<file path="src/rtl/instr_sequencer_pkg.sv">
// -----------------------------------------------------------------------------
// instr_sequencer_pkg
// Shared definitions for the 9-bit-ISA control sequencer.
//   HALT_CODE   : instruction word that stops the program
//   seq_state_t : sequencer FSM states
// -----------------------------------------------------------------------------
package instr_sequencer_pkg;

    // A full-ones instruction word stops the program.
    localparam logic [8:0] HALT_CODE = 9'h1FF;

    typedef enum logic [2:0] {
        IDLE,
        FETCH,
        EXEC,
        MEM,
        HALT
    } seq_state_t;

endpackage

</file>
<file path="src/rtl/instr_sequencer_watchdog.sv">
// -----------------------------------------------------------------------------
// mem_watchdog
// Counts cycles spent waiting for a data-memory completion.
//   clk     : system clock
//   rst     : asynchronous active-high reset
//   clear   : zero the counter (takes priority over enable)
//   enable  : count one cycle of waiting
//   expired : counter has reached TIMEOUT-1
// -----------------------------------------------------------------------------
module mem_watchdog #(
    parameter int TMO_W   = 4,
    parameter int TIMEOUT = 12
) (
    input  logic clk,
    input  logic rst,
    input  logic clear,
    input  logic enable,
    output logic expired
);

    logic [TMO_W-1:0] count;

    // The counter stops at its terminal value so it can never wrap back to zero.
    always_ff @(posedge clk or posedge rst) begin
        if (rst) begin
            count <= '0;
        end else if (clear) begin
            count <= '0;
        end else if (enable && !expired) begin
            count <= count + TMO_W'(1);
        end
    end

    assign expired = (count == TMO_W'(TIMEOUT - 1));

endmodule

</file>
<file path="src/rtl/instr_sequencer.sv">
// -----------------------------------------------------------------------------
// instr_sequencer
// Multi-cycle control FSM for the 9-bit-ISA datapath: fetch, execute,
// optional data-memory access and halt. Every architectural side effect is
// issued as a single-cycle commit strobe.
//   Clk, Reset          : clock, asynchronous active-high reset
//   Start               : run the program from PC 0 (ignored while busy)
//   Instruction         : IR contents, valid from EXEC onward
//   branch_en .. reg_wr_en : decoder control outputs
//   FLAG_IN             : current branch flag
//   mem_ack             : data-memory completion pulse
//   pc_reset/ir_load/pc_inc/pc_branch : fetch-unit strobes
//   reg_commit/flag_commit/ovf_commit : register write strobes
//   mem_req/mem_we      : data-memory request and store qualifier
//   busy/Done/bus_err   : run status
//   cycle_count         : saturating count of busy cycles
// -----------------------------------------------------------------------------
module instr_sequencer
    import instr_sequencer_pkg::*;
#(
    parameter int CYC_W       = 16,
    parameter int TMO_W       = 4,
    parameter int MEM_TIMEOUT = 12
) (
    input  logic             Clk,
    input  logic             Reset,
    input  logic             Start,
    input  logic [8:0]       Instruction,
    input  logic             branch_en,
    input  logic             flag_write,
    input  logic             overflow_write,
    input  logic             MEM_READ,
    input  logic             MEM_WRITE,
    input  logic             reg_wr_en,
    input  logic             FLAG_IN,
    input  logic             mem_ack,
    output logic             pc_reset,
    output logic             ir_load,
    output logic             pc_inc,
    output logic             pc_branch,
    output logic             reg_commit,
    output logic             flag_commit,
    output logic             ovf_commit,
    output logic             mem_req,
    output logic             mem_we,
    output logic             busy,
    output logic             Done,
    output logic             bus_err,
    output logic [CYC_W-1:0] cycle_count
);

    seq_state_t state;
    seq_state_t state_next;

    logic wd_clear;
    logic wd_enable;
    logic wd_expired;
    logic set_bus_err;
    logic take_branch;

    mem_watchdog #(
        .TMO_W   (TMO_W),
        .TIMEOUT (MEM_TIMEOUT)
    ) u_watchdog (
        .clk     (Clk),
        .rst     (Reset),
        .clear   (wd_clear),
        .enable  (wd_enable),
        .expired (wd_expired)
    );

    assign take_branch = branch_en & FLAG_IN;
    assign busy        = (state == FETCH) || (state == EXEC) || (state == MEM);

    // State register.
    always_ff @(posedge Clk or posedge Reset) begin
        if (Reset) begin
            state <= IDLE;
        end else begin
            state <= state_next;
        end
    end

    // Next-state and commit strobes. Strobes depend only on the current state
    // and inputs, so an asynchronous reset silences them immediately.
    always_comb begin
        state_next  = state;
        pc_reset    = 1'b0;
        ir_load     = 1'b0;
        pc_inc      = 1'b0;
        pc_branch   = 1'b0;
        reg_commit  = 1'b0;
        flag_commit = 1'b0;
        ovf_commit  = 1'b0;
        mem_req     = 1'b0;
        mem_we      = 1'b0;
        wd_clear    = 1'b0;
        wd_enable   = 1'b0;
        set_bus_err = 1'b0;

        case (state)
            IDLE, HALT: begin
                if (Start) begin
                    pc_reset   = 1'b1;
                    state_next = FETCH;
                end
            end

            FETCH: begin
                ir_load    = 1'b1;
                state_next = EXEC;
            end

            EXEC: begin
                if (Instruction == HALT_CODE) begin
                    state_next = HALT;
                end else if (MEM_READ || MEM_WRITE) begin
                    wd_clear   = 1'b1;
                    state_next = MEM;
                end else begin
                    reg_commit  = reg_wr_en;
                    flag_commit = flag_write;
                    ovf_commit  = overflow_write;
                    pc_branch   = take_branch;
                    pc_inc      = !take_branch;
                    state_next  = FETCH;
                end
            end

            MEM: begin
                mem_req   = 1'b1;
                mem_we    = MEM_WRITE;
                wd_enable = 1'b1;
                // An ack arriving in the final allowed cycle still completes.
                if (mem_ack) begin
                    reg_commit = MEM_READ;
                    pc_inc     = 1'b1;
                    state_next = FETCH;
                end else if (wd_expired) begin
                    set_bus_err = 1'b1;
                    state_next  = HALT;
                end
            end

            default: begin
                state_next = IDLE;
            end
        endcase
    end

    // Run status and cycle accounting. Done follows entry into HALT; a Start
    // from IDLE or HALT (seen as pc_reset) clears everything for the new run.
    always_ff @(posedge Clk or posedge Reset) begin
        if (Reset) begin
            Done        <= 1'b0;
            bus_err     <= 1'b0;
            cycle_count <= '0;
        end else if (pc_reset) begin
            Done        <= 1'b0;
            bus_err     <= 1'b0;
            cycle_count <= '0;
        end else begin
            Done <= (state_next == HALT);
            if (set_bus_err) begin
                bus_err <= 1'b1;
            end
            if (busy && (cycle_count != {CYC_W{1'b1}})) begin
                cycle_count <= cycle_count + CYC_W'(1);
            end
        end
    end

endmodule

</file>
<file path="config.mk">
export PLATFORM = sky130hd
export DESIGN_NAME = instr_sequencer
export DESIGN_NICKNAME = d
export VERILOG_FILES = /design/src/rtl/instr_sequencer_pkg.sv /design/src/rtl/instr_sequencer_watchdog.sv /design/src/rtl/instr_sequencer.sv
export SDC_FILE = /design/constraint.sdc
export NUM_CORES = 1
export LEC_CHECK = 0
export ABC_AREA = 1
export CORE_MARGIN = 1.5
export CORE_UTILIZATION = 25
export DETAILED_ROUTE_END_ITERATION = 8
export GPL_ROUTABILITY_DRIVEN = 0
export GPL_TIMING_DRIVEN = 0
export MAX_ROUTING_LAYER = met4
export PLACE_DENSITY = 0.6
export SLEW_MARGIN = 15
export SYNTH_ARGS = -nofsm -noshare
export SYNTH_HDL_FRONTEND = slang
export SYNTH_HIERARCHICAL = 1
export SYNTH_SLANG_ARGS = --single-unit
export TNS_END_PERCENT = 5
</file>
<file path="constraint.sdc">
create_clock -name Clk -period 2.2 [get_ports Clk]
set_input_delay 0.33 -clock Clk [delete_from_list [all_inputs] [get_ports Clk]]
set_output_delay 0.33 -clock Clk [all_outputs]
set_load 0.005 [all_outputs]
</file>
==> run summary <==
The number of levels in the clock H-tree is 1. Of the synthesized area, sequential elements account for 0.385. The via count of the first global-routing pass came to 1678. The worst setup slack after layout is between 0.1 and 0.15 ns. Max-cap violations in this run came to 0. For this design the total switching power over the nets is 778 uW. Leaving out fill and tap cells, the most frequent cell in the layout is nand2_1. Prior to clock tree synthesis, the placed netlist has a worst setup slack of approximately 0.043 ns. Of the total power, the share spent switching nets is 0.410. The number of DRC markers in iteration 0 is 82. The count of synthesis-stage warnings from yosys came out at 6. The netlist uses 27 different library cells.

The number of iterations in the first detailed-routing pass came out at 4. The cell count along the critical path is 6. The clock insertion delay at the later pin of the skew report is 0.28 ns. Of the post-synthesis cell area, the dominant cell type holds 0.385.

The critical path is of the in -> out type. The sequential fraction of design power came out at 0.349. The run finished with clean final reports. At the pin with the least slew margin, the transition time is roughly 0.86 ns. The CTS tree is built. The diode insertion count for antenna repair is 0. The worst setup path is launched from an input pin. The number of antenna violations at the first check in global routing is 0. The power density over cell area came out at 822 nW/um^2. The clock period minus final worst setup slack came out at approximately 2.1 ns. Hold repair after CTS inserted 0 buffers. The die is 83.7 um tall. Setup repair after global routing could not meet its margin everywhere. The tightest min-delay check is of the in -> async type. The total die area came out at around 7000 um^2.

The final count of negative-setup-slack endpoints came out at 0. In this run the remaining antenna-violating nets after routing total 0. The total area inside the core boundary comes to 6310 um^2.

The clock network power share came out at 0.151. Of the total power, combinational logic draws 0.500. STA puts the critical path data required time at ~1.9 ns.

By area the synthesized netlist is led by dfrtp_1, nand2_1, nor2_1. The number of sinks handled by clock tree synthesis is 25. The delay of the slowest cell on the worst path came out at 0.45 ns.

Of the cells placed in the final design, the portion with a size suffix greater than 1 is 0.103. The data arrival time of the critical path came out at 1.76 ns. The routed wire length came out at a little over 4 mm. Input and output buffers added on the ports amount to 47.

The critical path endpoint category is a primary output. For this run, the post-layout net count is approximately 310. The total count of hold-check failures in the final report is 0.

The post-synthesis cell count is 236. Counting both buffers and inverters, the worst setup path holds a total of 2. The total global routing overflow is 0.

The max-slew violation total from the final report is 0. The starting utilization of the core area is 0.258. The worst-case reg-to-reg path depth came out at 9. The setup TNS is 0 ns. In this run the register-to-register setup slack is 0.31 ns. Cell internal power was estimated by the tool at around 1.1 mW.

The slowest stage of the critical path belongs to the cell clkdlybuf4s50_1. The per-cell via count in the routed design came out at 4.64. After detailed routing, the average wire length per cell comes to 11.3 um. Static timing analysis puts the maximum clock frequency at about 480 MHz. The post-detailed-route DRC marker count came out at 0. The worst register-to-register path begins at cycle_count[0]$_DFFE_PP0P_. The cell area after technology mapping is around 1600 um^2.

The cell type with the highest aggregate area in the netlist is dfrtp_1. Walking the worst path, the cells encountered are clkdlybuf4s50_1 -> nand4_1 -> nand3b_1 -> nand2_2 -> o21ai_1 -> clkdlybuf4s50_1. The pin count of the biggest net entering global routing came out at 22. The post-route clock period utilization is 0.950. The worst max-slew margin expressed relative to the limit came out at 0.429. The row count is 29. The synthesized area divided by synthesized cell count is between 6 and 7 um^2. The global-route total usage across every layer is 0.132. The final clock skew came out at 0.00529 ns. The peak fanout along the critical path is 4. The clock transition at the register clock pins on the worst setup and hold paths after CTS is about 0.09 ns. The die is 83.7 um wide.

The maximum VDD drop is 0.000502 V. The worst register-to-register path ends at cycle_count[10]$_DFFE_PP0P_. Synthesis inferred 25 register bits.

The area of all placed cells without fillers came out at 2310 um^2. The cell seen most often among critical-path stages is clkdlybuf4s50_1. The leakage dissipation is 1.03 nW. The clock passes through at most 2 buffers.

The cell sitting at the root of the clock tree is a clkbuf_8. The I/O pin count came out at between 40 and 50. The number of clock buffers inserted by TritonCTS is 3. The number of nets in the synthesized netlist came out at 258. The first-pass GRT wire length is 7.42 mm. The placed standard-cell area came out at 2190 um^2. The layout overhead on the synthesized area came out at 41.8%. Leaving out fill and tap cells, the most frequent cells in the layout are nand2_1, clkdlybuf4s50_1, dfrtp_1, inv_1, nor2_1. The kind of cell with the highest combined delay along the critical path is buffers and inverters. The vias after detailed routing came out at 1707. The post-DP HPWL is 3.16 mm.
==> timing repair <==
item	CTS	global route
setup endpoints to repair	4	6
resized for setup	7	8
gates cloned	0	0
pin swaps	0	4
setup buffers	0	4
==> cell usage after synthesis <==
master and n:
nor2_1 29, clkbuf_1 1, clkinv_1 1, nor2_8 1, inv_2 1, nor3b_1 1
ha_1 2, xnor2_1 1, xor2_1 4, o21ai_0 7, nand3b_1 2, a31oi_1 1
nor2_2 2, nand2_1 85, nand2_2 1, nor3_1 1, inv_1 26, nand3_1 14
nor2_4 3, buf_2 1, buf_6 1, a21oi_1 2, nand4_1 16, o211ai_1 2
or2_2 2, dfrtp_1 25, o21bai_1 4
==> final cells by class <==
cell class | count | area (um^2)
inverters | 28 | 106
multi-input cells | 180 | 908
clock buffers | 3 | 41.3
repair buffers | 51 | 503
flip-flops and latches | 25 | 626
well taps | 77 | 96.3
clock inverters | 1 | 5.00
fillers | 706 | 4010
plain buffers | 3 | 20.0
==> power groups by stage <==
stage,combinational [mW],sequential (mW),clock (mW)
4_1_cts,0.894,0.655,0.298
6_report,0.947,0.661,0.287
3_3_place_gp,0.851,0.659,0
5_1_grt,1.07,0.679,0.318
2_1_floorplan,0.510,0.641,0
3_5_place_dp,0.858,0.659,0
==> worst register-to-register path: cells and delay by family (launching register included) <==
family / cells / cell delay [ns]
adders and majority gates: 1 / 0.30
buffers and inverters: 2 / 0.39
DFF: 1 / 0.46
and+or+nand+nor: 6 / 0.69
==> worst max path at each step <==
stage                                     startpoint                    endpoint  slack [ns]
after floorplan           cycle_count[0]$_DFFE_PP0P_  cycle_count[3]$_DFFE_PP0P_        0.61
after global placement                Instruction[6]                      pc_inc        0.03
after detailed placement                    MEM_READ                 flag_commit        0.04
after CTS                         state[2]$_DFF_PP0_                      pc_inc        0.02
after global routing                  Instruction[0]                      pc_inc       -0.02
final                                 Instruction[6]                      pc_inc        0.11
==> metal layers <==
| layer | vias to the layer above | wire, um | global-route usage |
|---|---|---|---|
| li1 | 867 | - | - |
| met1 | 788 | 1860 | 0.160 |
| met2 | 46 | 2000 | 0.224 |
| met3 | 6 | 249 | 0.0326 |
| met4 | 0 | 41 | 0.0283 |
| met5 | - | 0 | - |
==> kinds of logic after synthesis <==
kind of cell    count (synthesis)  synth area share
simple gates                  157             0.437
buf+inv                        31            0.0769
flops                          25             0.385
compound gates                 16            0.0592
xor+xnor                        5            0.0269
fa+ha+maj                       2            0.0154
==> sequential cells by signal (all words and copies together) (netlist names) <==
signal	cells
Done	1
bus_err	1
cycle_count	16
state	3
u_watchdog/count	4
==> per-stage QoR <==
step	instances	utilization	total power [mW]	hold WS, ns
after detailed placement	360	0.347	1.52	0.520
after global routing	368	0.365	2.06	0.290
after CTS	364	0.357	1.85	0.252
final	368	0.365	1.90	0.261
after global placement	360	0.347	1.51	0.515
after floorplan	236	-	1.15	0.0961
(Power assumes the default switching activity.)
